**src/rtl/alu_seq_ctrl.sv**
```systemverilog
// Push-button sequencer around an external ALU: load A, load B/op, wait EXEC_WAIT, capture, show.
// Optional step debounce filter enabled by defining ALU_SEQ_DEBOUNCE_EN.
module alu_seq_ctrl #(
    parameter int EXEC_WAIT       = 1,
    parameter int DEBOUNCE_CYCLES = 1000000
) (
    input  logic        clk,
    input  logic        rst_n,
    input  logic [31:0] sw,
    input  logic        step,
    input  logic        clr,
    input  logic [31:0] alu_out,
    input  logic [3:0]  alu_flags,
    output logic [31:0] alu_a,
    output logic [31:0] alu_b,
    output logic [3:0]  alu_op,
    output logic [31:0] data,
    output logic [3:0]  flags,
    output logic [1:0]  state,
    output logic        done,
    output logic [7:0]  op_cnt
);

    typedef enum logic [1:0] {
        WAIT_A = 2'd0,
        WAIT_B = 2'd1,
        EXEC   = 2'd2,
        SHOW   = 2'd3
    } state_t;

    localparam logic [7:0] WAIT_LAST = 8'(EXEC_WAIT - 1);

    state_t      state_q;
    logic [31:0] alu_a_q, alu_b_q, data_q;
    logic [3:0]  alu_op_q, flags_q;
    logic        done_q;
    logic [7:0]  op_cnt_q, wait_q;

    logic        sync1_q, sync2_q, prev_q, arm_q;
    logic [1:0]  vld_pipe_q;
    logic        step_lvl, step_evt;

    // arm_q only sets once a genuine low level has come through the
    // synchronizer, so a button held across reset release is not an event.
    always_ff @(posedge clk or negedge rst_n) begin
        if (!rst_n) begin
            sync1_q    <= 1'b0;
            sync2_q    <= 1'b0;
            prev_q     <= 1'b0;
            arm_q      <= 1'b0;
            vld_pipe_q <= '0;
        end else begin
            sync1_q    <= step;
            sync2_q    <= sync1_q;
            prev_q     <= step_lvl;
            vld_pipe_q <= {vld_pipe_q[0], 1'b1};
            if (vld_pipe_q[1] && !sync2_q)
                arm_q <= 1'b1;
        end
    end

`ifdef ALU_SEQ_DEBOUNCE_EN
    localparam int DBW = (DEBOUNCE_CYCLES > 1) ? $clog2(DEBOUNCE_CYCLES) : 1;

    logic [DBW-1:0] db_cnt_q;
    logic           filt_q;

    always_ff @(posedge clk or negedge rst_n) begin
        if (!rst_n) begin
            db_cnt_q <= '0;
            filt_q   <= 1'b0;
        end else if (sync2_q == filt_q) begin
            db_cnt_q <= '0;
        end else if (db_cnt_q == DBW'(DEBOUNCE_CYCLES - 1)) begin
            filt_q   <= sync2_q;
            db_cnt_q <= '0;
        end else begin
            db_cnt_q <= db_cnt_q + DBW'(1);
        end
    end

    assign step_lvl = filt_q;
`else
    assign step_lvl = sync2_q;
`endif

    assign step_evt = step_lvl & ~prev_q & arm_q;

    always_ff @(posedge clk or negedge rst_n) begin
        if (!rst_n) begin
            state_q  <= WAIT_A;
            alu_a_q  <= '0;
            alu_b_q  <= '0;
            alu_op_q <= '0;
            data_q   <= '0;
            flags_q  <= '0;
            done_q   <= 1'b0;
            op_cnt_q <= '0;
            wait_q   <= '0;
        end else begin
            done_q <= 1'b0;
            if (clr) begin
                state_q  <= WAIT_A;
                alu_a_q  <= '0;
                alu_b_q  <= '0;
                alu_op_q <= '0;
            end else begin
                case (state_q)
                    WAIT_A: if (step_evt) begin
                        alu_a_q <= sw;
                        state_q <= WAIT_B;
                    end
                    WAIT_B: if (step_evt) begin
                        alu_b_q  <= sw;
                        alu_op_q <= sw[3:0];
                        wait_q   <= '0;
                        state_q  <= EXEC;
                    end
                    // step events are simply not looked at here
                    EXEC: if (wait_q == WAIT_LAST) begin
                        data_q   <= alu_out;
                        flags_q  <= alu_flags;
                        done_q   <= 1'b1;
                        op_cnt_q <= op_cnt_q + 8'd1;
                        state_q  <= SHOW;
                    end else begin
                        wait_q <= wait_q + 8'd1;
                    end
                    SHOW: if (step_evt) state_q <= WAIT_A;
                    default: state_q <= WAIT_A;
                endcase
            end
        end
    end

    assign alu_a  = alu_a_q;
    assign alu_b  = alu_b_q;
    assign alu_op = alu_op_q;
    assign data   = data_q;
    assign flags  = flags_q;
    assign state  = state_q;
    assign done   = done_q;
    assign op_cnt = op_cnt_q;

endmodule

```
**config.mk**
```make
export PLATFORM = sky130hd
export DESIGN_NAME = alu_seq_ctrl
export DESIGN_NICKNAME = d
export VERILOG_FILES = /design/src/rtl/alu_seq_ctrl.sv
export SDC_FILE = /design/constraint.sdc
export NUM_CORES = 1
export LEC_CHECK = 0
export CAP_MARGIN = 20
export CORE_MARGIN = 2
export CORE_UTILIZATION = 45
export DETAILED_ROUTE_END_ITERATION = 8
export GPL_TIMING_DRIVEN = 0
export PLACE_DENSITY = 0.79
export RECOVER_POWER = 100
export SYNTH_ARGS = -nofsm -noshare
export SYNTH_HDL_FRONTEND = slang
export SYNTH_SLANG_ARGS = --single-unit
```
**constraint.sdc**
```tcl
create_clock -name clk -period 2.5 [get_ports clk]
set_input_delay 0.25 -clock clk [delete_from_list [all_inputs] [get_ports clk]]
set_output_delay 0.25 -clock clk [all_outputs]
set_load 0.02 [all_outputs]
```
======== Word-level counts from Yosys, hierarchy flattened ========
Cells that the tools add are included.
cells by class
  $add $sub $neg .......................... 2
  multiply operators ...................... 0
  div/mod/pow operators ................... 0
  magnitude comparators ................... 0
  equality and inequality tests ........... 9
  shift operators ......................... 0
  multiplexer cells ....................... 20
  bitwise operators ....................... 4
  reduce and logical (&&, ||, !) cells .... 13
operators by type and width
  kind                   number
  $mux W32               5
  $add A8 B1 Y8 const B  2
  $mux W8                2
  $pmux W8 S2            1
  $mux W4                3
  $ne A3 B3 Y1 const B   4
  $mux W2                5
  $logic_not A8 Y1       1
  $pmux W2 S4            1
  $reduce_and A4 Y1      2
  $reduce_bool A2 Y1     4
  $eq A2 B2 Y1 const B   2
  $ne A2 B2 Y1 const B   2
  $reduce_and A2 Y1      2
  $mux W1                3
  $reduce_and A3 Y1      1
  $and A1 B1 Y1          2
  $eq A2 B1 Y1 const B   1
  $logic_not A2 Y1       1
  $not A1 Y1             2
  $logic_and A1 B1 Y1    1
  $logic_not A1 Y1       1
word-level totals
  flip-flop bits (word level) ............. 129
  latch bits .............................. 0
  bits in writable memories ............... 0
  ROM bits ................................ 0
  bits of input ports ..................... 72
  output and inout port bits .............. 115
  word-level logic and storage cells ...... 62
  memories ................................ 0

======== Depth between registers and ports, before layout ========
Gate-level depths: netlist of the first run.
  depth after elaboration ................. 6
  depth in mapped cells ................... 8
  mapped depth without buffers ............ 6

======== Worst setup path before layout of the first run ========
Ideal clock, no wire load.
  kind .................................... flip-flop to flip-flop
  start ................................... reg state_q[0], in the netlist state[0]
  end ..................................... reg data_q[0], in the netlist data[0]
  setup time .............................. 0.125 ns
  data arrival time ....................... 1.798 ns
  data required time ...................... 2.375 ns
  setup slack ............................. 0.577 ns
  stages on the path, launching flop included .. 8
  path buffers ............................ 2
  clock period less this slack ............ 1.923 ns
  cell sequence ........................... dfrtp_1 -> inv_1 -> ha_1 -> buf_2 -> nor2b_1 -> nand4_4 -> buf_6 -> mux2_4
between the ends
  word-level cells in the longest chain between the ends .. 2
ends and longest elaborated chain
  element                             RTL line  RTL
  start, declared                     33        state_t state_q;
  start signal, assigned              91        state_q <= WAIT_A;
  start signal, assigned              103       state_q <= WAIT_A;
  start signal, assigned              111       state_q <= WAIT_B;
  $eq A2 B2 Y1                        108       case (state_q)
  $reduce_and A3 Y1 (no source line)  -
  end signal, assigned                121       data_q <= alu_out;
  end, declared                       34        logic [31:0] alu_a_q, alu_b_q, data_q;
Every way passes these cells.
A chain may end at the register's enable or synchronous reset.

======== Worst setup path after layout of the first run ========
  start ................................... reg state_q[0], in the netlist state[0]
  end ..................................... reg data_q[15], in the netlist data[15]
The elaborated chain is that of the path after synthesis.

==> impl_results.html, run 1 <==
<table>
<tr><th>Metric</th><th>Value</th></tr>
<tr><th colspan="2">Logic synthesis</th></tr>
<tr><td>Number of synthesis warnings</td><td>0</td></tr>
<tr><td>Largest cells by area after synthesis</td><td>dfrtp_1, mux2_4, nand2_1</td></tr>
<tr><td>Proportion of synthesized flip-flops having asynchronous set or reset</td><td>100.0%</td></tr>
<tr><td>Post-Synthesis Mean Instance Area</td><td>11.03 um2</td></tr>
<tr><td>Most repeated cell in the gate-level netlist after synthesis</td><td>nand2_1</td></tr>
<tr><td>#FFs+latches synth</td><td>125</td></tr>
<tr><td>Gate count of the mapped netlist</td><td>478</td></tr>
<tr><td>Portion of the post-synthesis area used by sequential elements</td><td>59.35%</td></tr>
<tr><td>Net count after synthesis</td><td>557</td></tr>
<tr><td>Number of enable-type register cells in the synthesized netlist</td><td>0</td></tr>
<tr><td>Dominant cell type by area after synthesis</td><td>dfrtp_1</td></tr>
<tr><td>Share of the synthesized area in the top cell type</td><td>59.35%</td></tr>
<tr><td>Post-synthesis instance area</td><td>5270 um2</td></tr>
<tr><td>Prevailing post-synth register cell</td><td>dfrtp_1</td></tr>
<tr><td>Most frequent cells after synthesis</td><td>nand2_1, dfrtp_1, a21oi_1</td></tr>
<tr><td>Post-synth cell types</td><td>43</td></tr>
<tr><th colspan="2">STA</th></tr>
<tr><td>Max-slew violation total from the final report</td><td>0</td></tr>
<tr><td>Fin crit period</td><td>2.146 ns</td></tr>
<tr><td>Total count of hold-check failures in the final report</td><td>0</td></tr>
<tr><td>Setup-failing EPs final</td><td>0</td></tr>
<tr><td>Tightest Pin Transition</td><td>1.179 ns</td></tr>
<tr><td>Headroom to the max-slew limit</td><td>21.39%</td></tr>
<tr><td>Final setup skew</td><td>0.006444 ns</td></tr>
<tr><td>Total Neg Setup Slack</td><td>0 ns</td></tr>
<tr><td>RSZ-0062 raised after global routing</td><td>false</td></tr>
<tr><td>Period utilization</td><td>85.82%</td></tr>
<tr><td>Worst Hold Slack</td><td>0.3118 ns</td></tr>
<tr><td>Achievable clock frequency</td><td>0.4661 GHz</td></tr>
<tr><th colspan="2">Final layout</th></tr>
<tr><td>Fillcell total</td><td>887</td></tr>
<tr><td>Final antenna diode count</td><td>0</td></tr>
<tr><td>Final cell utilization of the core</td><td>67.74%</td></tr>
<tr><td>Nets</td><td>764</td></tr>
<tr><td>Proportion of layout cells with a drive suffix above 1</td><td>7.736%</td></tr>
<tr><td>Area Growth Syn to Fin</td><td>46.77%</td></tr>
<tr><td>Final instance count without filler cells</td><td>841</td></tr>
<tr><th colspan="2">Floorplan</th></tr>
<tr><td>Initial core utilization</td><td>46.15%</td></tr>
<tr><td>Std cell rows</td><td>39</td></tr>
<tr><td>Die Area</td><td>12590 um2</td></tr>
<tr><td>Die outline width</td><td>112.2 um</td></tr>
<tr><td>Y dimension of the die</td><td>112.2 um</td></tr>
<tr><td>Placeable core region</td><td>11420 um2</td></tr>
<tr><td>Top-Level Pins</td><td>187</td></tr>
<tr><th colspan="2">Worst setup path</th></tr>
<tr><td>Worst endpoint required time</td><td>2.79 ns</td></tr>
<tr><td>Critical path launch point type</td><td>flip-flop</td></tr>
<tr><td>Classification of the worst setup path</td><td>flip-flop to flip-flop</td></tr>
<tr><td>Kind of end point of the critical path</td><td>flip-flop</td></tr>
<tr><td>Maximum fanout along the worst path</td><td>10</td></tr>
<tr><td>Arr. time, crit path</td><td>2.44 ns</td></tr>
<tr><th colspan="2">Routing</th></tr>
<tr><td>Average via count per standard cell</td><td>5.128</td></tr>
<tr><td>DRC</td><td>0</td></tr>
<tr><td>First-pass DRT Iterations</td><td>5</td></tr>
<tr><td>Final routed wire length divided by cell count</td><td>16.58 um</td></tr>
<tr><td>Count of nets left with antenna violations after detail routing</td><td>0</td></tr>
<tr><td>Total number of vias</td><td>4313</td></tr>
<tr><td>Total Routed Length</td><td>13940 um</td></tr>
<tr><td>Drt initial violations</td><td>378</td></tr>
<tr><th colspan="2">Clock network</th></tr>
<tr><td>Number of clock sinks</td><td>125</td></tr>
<tr><td>Clock tree from TritonCTS</td><td>done</td></tr>
<tr><td>Maximum number of buffers from clock root to sink</td><td>2</td></tr>
<tr><td>Clk pin slew, worst setup/hold paths</td><td>0.06 ns</td></tr>
<tr><td>Source-to-sink clock delay at the later pin of the worst-skew pair</td><td>0.41 ns</td></tr>
<tr><td>Number of buffers added by the clock tree synthesis step</td><td>17</td></tr>
<tr><td>CTS Root Cell</td><td>clkbuf_16</td></tr>
<tr><td>Clock H-tree levels</td><td>4</td></tr>
<tr><td>Buffers inserted during post-CTS setup optimization</td><td>0</td></tr>
<tr><th colspan="2">Placed design</th></tr>
<tr><td>Port Buffer Count</td><td>186</td></tr>
<tr><td>Post-detail-place hpwl</td><td>10110 um</td></tr>
<tr><td>Number of placed instances, taps included</td><td>808</td></tr>
<tr><td>Placer's final routability congestion estimate</td><td>0.8202</td></tr>
<tr><th colspan="2">Power</th></tr>
<tr><td>Leakage power</td><td>3.715 nW</td></tr>
<tr><td>Worst voltage drop across the vdd grid</td><td>0.5878 mV</td></tr>
<tr><td>Overall power after layout</td><td>7.301 mW</td></tr>
<tr><td>PwrDens</td><td>943.9 nW/um2</td></tr>
<tr><th colspan="2">Run</th></tr>
<tr><td>Maximum Capacitance Violations</td><td>0</td></tr>
<tr><th colspan="2">Global route</th></tr>
<tr><td>Pin count of the biggest net entering global routing</td><td>88</td></tr>
<tr><td>Final global-route overflow total</td><td>0</td></tr>
<tr><td>Number of global-route vias before repair</td><td>4436</td></tr>
<tr><td>First-pass GRT wire length</td><td>22640 um</td></tr>
<tr><td>Antenna violations before repair</td><td>0</td></tr>
<tr><td>GR Util All Layers</td><td>22.95%</td></tr>
<tr><th colspan="2">Run status</th></tr>
<tr><td>Status</td><td>finished clean</td></tr>
<tr><th colspan="2">Hold path</th></tr>
<tr><td>Type of the tightest min-delay check</td><td>input port to asynchronous set/reset pin</td></tr>
</table>
-- where the power goes --
group,switching [mW],internal (mW),total (mW)
Combinational,1.27,1.02,2.29
Clock,0.917,1.42,2.33
Sequential,0.242,2.44,2.68
-- state kept, by name (all words and copies together) (netlist names), 2 cells and up --
register,cells
flags,4
wait_q,8
data,32
alu_a,32
state,2
vld_pipe_q,2
op_cnt,8
alu_b,32
-- final timing paths --
| path | to | cells past startpoint | slack, ns | startpoint |
|---|---|---|---|---|
| min reg2reg | step_lvl$_DFF_PN0_ | 0 | 0.35 | sync1_q$_DFF_PN0_ |
| max in group asynchronous | alu_b[12]$_DFFE_PN0P_ | 3 | 0.66 | rst_n |
| min | data[6]$_DFFE_PN0P_ | 2 | 0.31 | rst_n |
| min in group clk | step_lvl$_DFF_PN0_ | 0 | 0.35 | sync1_q$_DFF_PN0_ |
| max | data[15]$_DFFE_PN0P_ | 7 | 0.35 | state[0]$_DFFE_PN0P_ |
| max reg2reg | data[15]$_DFFE_PN0P_ | 7 | 0.35 | state[0]$_DFFE_PN0P_ |
-- critical path: stages, from the launching register on --
cell and delay, ns:
dfrtp_1 0.43, inv_1 0.12, ha_1 0.14, buf_2 0.18, nor2b_1 0.23, nand4_4 0.23
clkbuf_2 0.31, mux2_1 0.37
-- metrics by stage --
| step | worst slack [ns] | area (um2) |
|---|---|---|
| after floorplan | 0.5771 | 5270 |
| after global placement | -3.438 | 7311 |
| after detailed placement | 0.2147 | 7340 |
| after CTS | 0.4161 | 7919 |
| after global routing | 0.1722 | 7735 |
| final | 0.3545 | 7735 |
-- cell type report --
cell class,instances,area (um2),area share [%]
timing repair buffer,188,1881,24.31
clock buffer,19,452.9,5.856
inverter,10,37.54,0.4853
sequential,125,3128,40.44
buffer,31,142.6,1.844
clock inverter,13,116.4,1.504
tap,143,178.9,2.313
multi-input combinational,312,1798,23.24
-- metal layers --
layer  routed length [um]  track usage [%]  up-vias
met2                 7223            39.60      178
li1                     -                -     1998
met4                  305            8.618        0
met1                 5581            27.64     2112
met3                  832            6.210       25
met5                    0                0        -
-- cell families after synthesis --
group / after synthesis / share of synthesized area, %
AND/OR/NAND/NOR: 174 / 14.27
flip-flops: 125 / 59.35
buffers and inverters: 41 / 3.894
adder cells (fa/ha/maj): 7 / 1.662
other: 1 / 0.07116
multiplexers: 39 / 10.80
XOR/XNOR: 9 / 1.496
AO/OA/AOI/OAI: 82 / 8.452
-- repair_timing --
| action | CTS | global route |
|---|---|---|
| resized for setup | 0 | 0 |
| hold endpoints to repair | 38 | 0 |
| hold buffers | 1 | 0 |
-- cells in the final DEF (no fill, tap or decap), types with 3 or more instances in the layout --
cell and count:
nand2_1 137, dfrtp_1 125, dlygate4sd3_1 118, clkdlybuf4s50_1 68, a21oi_1 67, mux2_1 32, clkbuf_1 17, clkbuf_16 17
inv_1 10, nor2_1 10, xor2_1 7, ha_1 7, nor3_1 6, o21ai_0 6, clkinvlp_4 6, buf_2 5
nand3_1 5, clkbuf_2 4, buf_4 4, mux2_4 3, mux2_2 3, nand2b_1 3, clkinv_2 3
(Power assumes the default switching activity.)
==> run 2, diff against run 1 <==
--- a/config.mk
+++ b/config.mk
@@ -6,11 +6,12 @@
 export NUM_CORES = 1
 export LEC_CHECK = 0
 export CAP_MARGIN = 20
-export CORE_MARGIN = 2
-export CORE_UTILIZATION = 45
+export CELL_PAD_IN_SITES_DETAIL_PLACEMENT = 0
+export CELL_PAD_IN_SITES_GLOBAL_PLACEMENT = 2
+export CORE_UTILIZATION = 27
 export DETAILED_ROUTE_END_ITERATION = 8
 export GPL_TIMING_DRIVEN = 0
-export PLACE_DENSITY = 0.79
+export PLACE_DENSITY = 0.78
 export RECOVER_POWER = 100
 export SYNTH_ARGS = -nofsm -noshare
 export SYNTH_HDL_FRONTEND = slang
==> run 2 against run 1 <==
Final cell count increased by 14%. Sequential power about the same. Worst hold slack improved by 0.036 ns. Clock power up 12%. Power up 5.3%. Largest cell class unchanged. Die area grew 59%. Global-route usage fell by 8.1 points. Register-to-register slack worse by 0.07 ns.
==> impl_results.html, run 2 (synthesized netlist as in run 1, its figures left out) <==
<table>
<tr><th>Metric</th><th>Value</th></tr>
<tr><th colspan="2">Run status</th></tr>
<tr><td>Status</td><td>finished clean</td></tr>
<tr><th colspan="2">STA</th></tr>
<tr><td>Final WS setup</td><td>0.2871 ns (-0.06739 ns)</td></tr>
<tr><td>Period utilization</td><td>88.52% (+2.7 points)</td></tr>
<tr><td>Max-slew violation total from the final report</td><td>0 (unchanged)</td></tr>
<tr><td>Achievable clock frequency</td><td>0.4519 GHz (-3.0%)</td></tr>
<tr><td>Headroom to the max-slew limit</td><td>28.05% (+6.7 points)</td></tr>
<tr><td>RSZ-0062 raised after global routing</td><td>false</td></tr>
<tr><td>Final setup skew</td><td>0.01017 ns (+0.003729 ns)</td></tr>
<tr><td>Total count of hold-check failures in the final report</td><td>0 (unchanged)</td></tr>
<tr><td>Fin crit period</td><td>2.213 ns (+0.06739 ns)</td></tr>
<tr><td>Setup-failing EPs final</td><td>0 (unchanged)</td></tr>
<tr><td>Worst Hold Slack</td><td>0.3475 ns (+0.03564 ns)</td></tr>
<tr><td>Tightest Pin Transition</td><td>1.079 ns (-0.09982 ns)</td></tr>
<tr><th colspan="2">Final layout</th></tr>
<tr><td>Nets</td><td>764 (unchanged)</td></tr>
<tr><td>Total non-filler cell area in the finished layout</td><td>8006 um2 (+3.5%)</td></tr>
<tr><td>Proportion of layout cells with a drive suffix above 1</td><td>10.03% (+2.3 points)</td></tr>
<tr><td>Leading cell types in the layout, fill and taps excluded</td><td>nand2_1, dfrtp_1, dlygate4sd3_1, clkdlybuf4s50_1, a21oi_1</td></tr>
<tr><td>Final cell utilization of the core</td><td>42.38% (-25 points)</td></tr>
<tr><td>Final antenna diode count</td><td>0 (unchanged)</td></tr>
<tr><td>Area Growth Syn to Fin</td><td>51.92%</td></tr>
<tr><td>Leading cell type in the layout, fill and taps excluded</td><td>nand2_1</td></tr>
<tr><th colspan="2">Placed design</th></tr>
<tr><td>Post-detail-place hpwl</td><td>10280 um (+1.7%)</td></tr>
<tr><td>Area post-placement</td><td>7486 um2 (+2.0%)</td></tr>
<tr><td>Port Buffer Count</td><td>186 (unchanged)</td></tr>
<tr><td>Post-Place Worst Slack</td><td>0.2970 ns (+0.08238 ns)</td></tr>
<tr><td>Placer's final routability congestion estimate</td><td>0.7692 (-6.2%)</td></tr>
<tr><th colspan="2">Floorplan</th></tr>
<tr><td>Die Area</td><td>20080 um2 (+59%)</td></tr>
<tr><td>Initial core utilization</td><td>27.89% (-18 points)</td></tr>
<tr><td>Placeable core region</td><td>18890 um2 (+65%)</td></tr>
<tr><td>Die outline width</td><td>141.7 um (+26%)</td></tr>
<tr><td>Y dimension of the die</td><td>141.7 um (+26%)</td></tr>
<tr><td>Top-Level Pins</td><td>187 (unchanged)</td></tr>
<tr><td>Std cell rows</td><td>50 (+28%)</td></tr>
<tr><th colspan="2">Hold path</th></tr>
<tr><td>Type of the tightest min-delay check</td><td>flip-flop to flip-flop</td></tr>
<tr><th colspan="2">Power</th></tr>
<tr><td>Worst voltage drop across the vdd grid</td><td>0.4867 mV (-17%)</td></tr>
<tr><td>Sw Ratio</td><td>31.67% (-1.6 points)</td></tr>
<tr><td>Switching power summed over all nets</td><td>2.436 mW (+0.23%)</td></tr>
<tr><td>Internal power contribution</td><td>5.255 mW (+7.9%)</td></tr>
<tr><td>PwrDens</td><td>960.6 nW/um2 (+1.8%)</td></tr>
<tr><td>Share of total power in the clock network</td><td>34.0% (+2.0 points)</td></tr>
<tr><td>Leakage power</td><td>3.814 nW (+2.7%)</td></tr>
<tr><td>Part of the power in registers</td><td>35.0% (-1.7 points)</td></tr>
<tr><td>Combinational group share of total power</td><td>31.1% (-0.3 points)</td></tr>
<tr><th colspan="2">Routing</th></tr>
<tr><td>First-pass DRT Iterations</td><td>5 (unchanged)</td></tr>
<tr><td>Count of nets left with antenna violations after detail routing</td><td>0 (unchanged)</td></tr>
<tr><td>Drt initial violations</td><td>109 (-71%)</td></tr>
<tr><td>Final routed wire length divided by cell count</td><td>14.69 um (-11%)</td></tr>
<tr><td>Total number of vias</td><td>4185 (-3.0%)</td></tr>
<tr><td>Total Routed Length</td><td>14070 um (+0.92%)</td></tr>
<tr><td>DRC</td><td>0 (unchanged)</td></tr>
<tr><td>Average via count per standard cell</td><td>4.368 (-15%)</td></tr>
<tr><th colspan="2">Global route</th></tr>
<tr><td>Number of global-route vias before repair</td><td>4487 (+1.1%)</td></tr>
<tr><td>Final global-route overflow total</td><td>0 (unchanged)</td></tr>
<tr><td>GR Util All Layers</td><td>14.84% (-8.1 points)</td></tr>
<tr><td>First-pass GRT wire length</td><td>23070 um (+1.9%)</td></tr>
<tr><td>Pin count of the biggest net entering global routing</td><td>84 (-4.5%)</td></tr>
<tr><td>Antenna violations before repair</td><td>1 (+1)</td></tr>
<tr><th colspan="2">Worst setup path</th></tr>
<tr><td>Arr. time, crit path</td><td>2.51 ns (+0.07 ns)</td></tr>
<tr><td>Worst endpoint required time</td><td>2.80 ns (about the same)</td></tr>
<tr><td>Classification of the worst setup path</td><td>flip-flop to flip-flop</td></tr>
<tr><td>Critical path launch point type</td><td>flip-flop</td></tr>
<tr><td>Kind of end point of the critical path</td><td>flip-flop</td></tr>
<tr><td>Maximum fanout along the worst path</td><td>10 (unchanged)</td></tr>
<tr><th colspan="2">Clock network</th></tr>
<tr><td>CTS Root Cell</td><td>clkbuf_16</td></tr>
<tr><td>Clock H-tree levels</td><td>4 (unchanged)</td></tr>
<tr><td>Clk pin slew, worst setup/hold paths</td><td>0.06 ns (about the same)</td></tr>
<tr><td>Source-to-sink clock delay at the later pin of the worst-skew pair</td><td>0.41 ns (about the same)</td></tr>
<tr><td>Number of buffers added by the clock tree synthesis step</td><td>17 (unchanged)</td></tr>
<tr><td>Number of clock sinks</td><td>125 (unchanged)</td></tr>
<tr><td>Number of instances resized during post-cts repair</td><td>0 (unchanged)</td></tr>
<tr><td>Maximum number of buffers from clock root to sink</td><td>2 (unchanged)</td></tr>
<tr><td>Clock tree from TritonCTS</td><td>done</td></tr>
<tr><th colspan="2">Run</th></tr>
<tr><td>Maximum Capacitance Violations</td><td>0 (unchanged)</td></tr>
</table>
## run 2: cell types whose count changed in the layout (fill, tap and decap cells not counted)
cell / delta
mux2_1: -16
mux2_4: +16
bufinv_16: +3
clkinvlp_4: -2
buf_6: +1
clkbuf_4: -1
clkbuf_8: -1
clkinv_4: -1
inv_6: +1
## run 2: metrics by stage
step                      setup TNS (ns)  power [mW]  cells
after detailed placement               0       5.429    925
after floorplan                        0       4.172    478
after global routing                   0       8.112    958
after global placement           -471.46       5.391    924
final                                  0       7.691    958
after CTS                              0       8.106    958
## run 2: timing repair
item | in CTS | in global routing
buffers inserted | 0 | 0
hold buffers | 1 | 0
endpoints found under the hold margin | 42 | 0
## run 2: power groups by stage
stage,Combinational [mW],Clock [mW],Sequential (mW)
global route,2.59,2.77,2.76
global placement,2.66,0,2.73
CTS,2.70,2.68,2.72
detailed placement,2.70,0,2.73
floorplan,0.981,0,3.19
finish,2.39,2.61,2.69
## run 2: critical path: stages, from the launching register on
cell      delay (ns)
dfrtp_1         0.42
inv_1           0.12
ha_1            0.15
buf_2           0.20
nor2b_1         0.26
nand4_4         0.23
clkbuf_2        0.34
mux2_4          0.35
## run 2: cell type report
class,instances,area (um2)
Sequential cell,125,3128
Tap cell,260,325.3
Clock inverter,14,191.4
Fill cell,1853,10890
Timing Repair Buffer,188,1878
Buffer,31,148.9
Inverter,10,37.54
Clock buffer,18,439.2
Multi-Input combinational cell,312,1858
## run 2: path summary, 6_finish.rpt
check | cells past startpoint | startpoint | slack (ns) | endpoint
worst max-delay path | 7 | state[0]$_DFFE_PN0P_ | 0.29 | data[2]$_DFFE_PN0P_
worst min-delay path | 0 | vld_pipe_q[0]$_DFF_PN0_ | 0.35 | vld_pipe_q[1]$_DFF_PN0_
worst max register to register | 7 | state[0]$_DFFE_PN0P_ | 0.29 | data[2]$_DFFE_PN0P_
worst min register to register | 0 | vld_pipe_q[0]$_DFF_PN0_ | 0.35 | vld_pipe_q[1]$_DFF_PN0_
max in group asynchronous | 3 | rst_n | 0.60 | data[5]$_DFFE_PN0P_
min in group asynchronous | 2 | rst_n | 0.58 | alu_b[25]$_DFFE_PN0P_
## run 2: layer usage
metal  global-route usage, %  vias to the layer above  share of wire [%]
li1                        -                     1999                  -
met1                   18.93                     1998                 46
met2                   23.02                      173                 44
met3                   5.501                       13                8.9
met4                   5.263                        2                1.2
met5                       0                        -              0.092
==> run 3, diff against run 2 <==
--- a/config.mk
+++ b/config.mk
@@ -9,6 +9,7 @@
 export CELL_PAD_IN_SITES_DETAIL_PLACEMENT = 0
 export CELL_PAD_IN_SITES_GLOBAL_PLACEMENT = 2
 export CORE_UTILIZATION = 27
+export CTS_CLUSTER_DIAMETER = 40
 export DETAILED_ROUTE_END_ITERATION = 8
 export GPL_TIMING_DRIVEN = 0
 export PLACE_DENSITY = 0.78
==> results of run 3 <==
The final DEF is identical to that of run 2; final timing and power are the same.
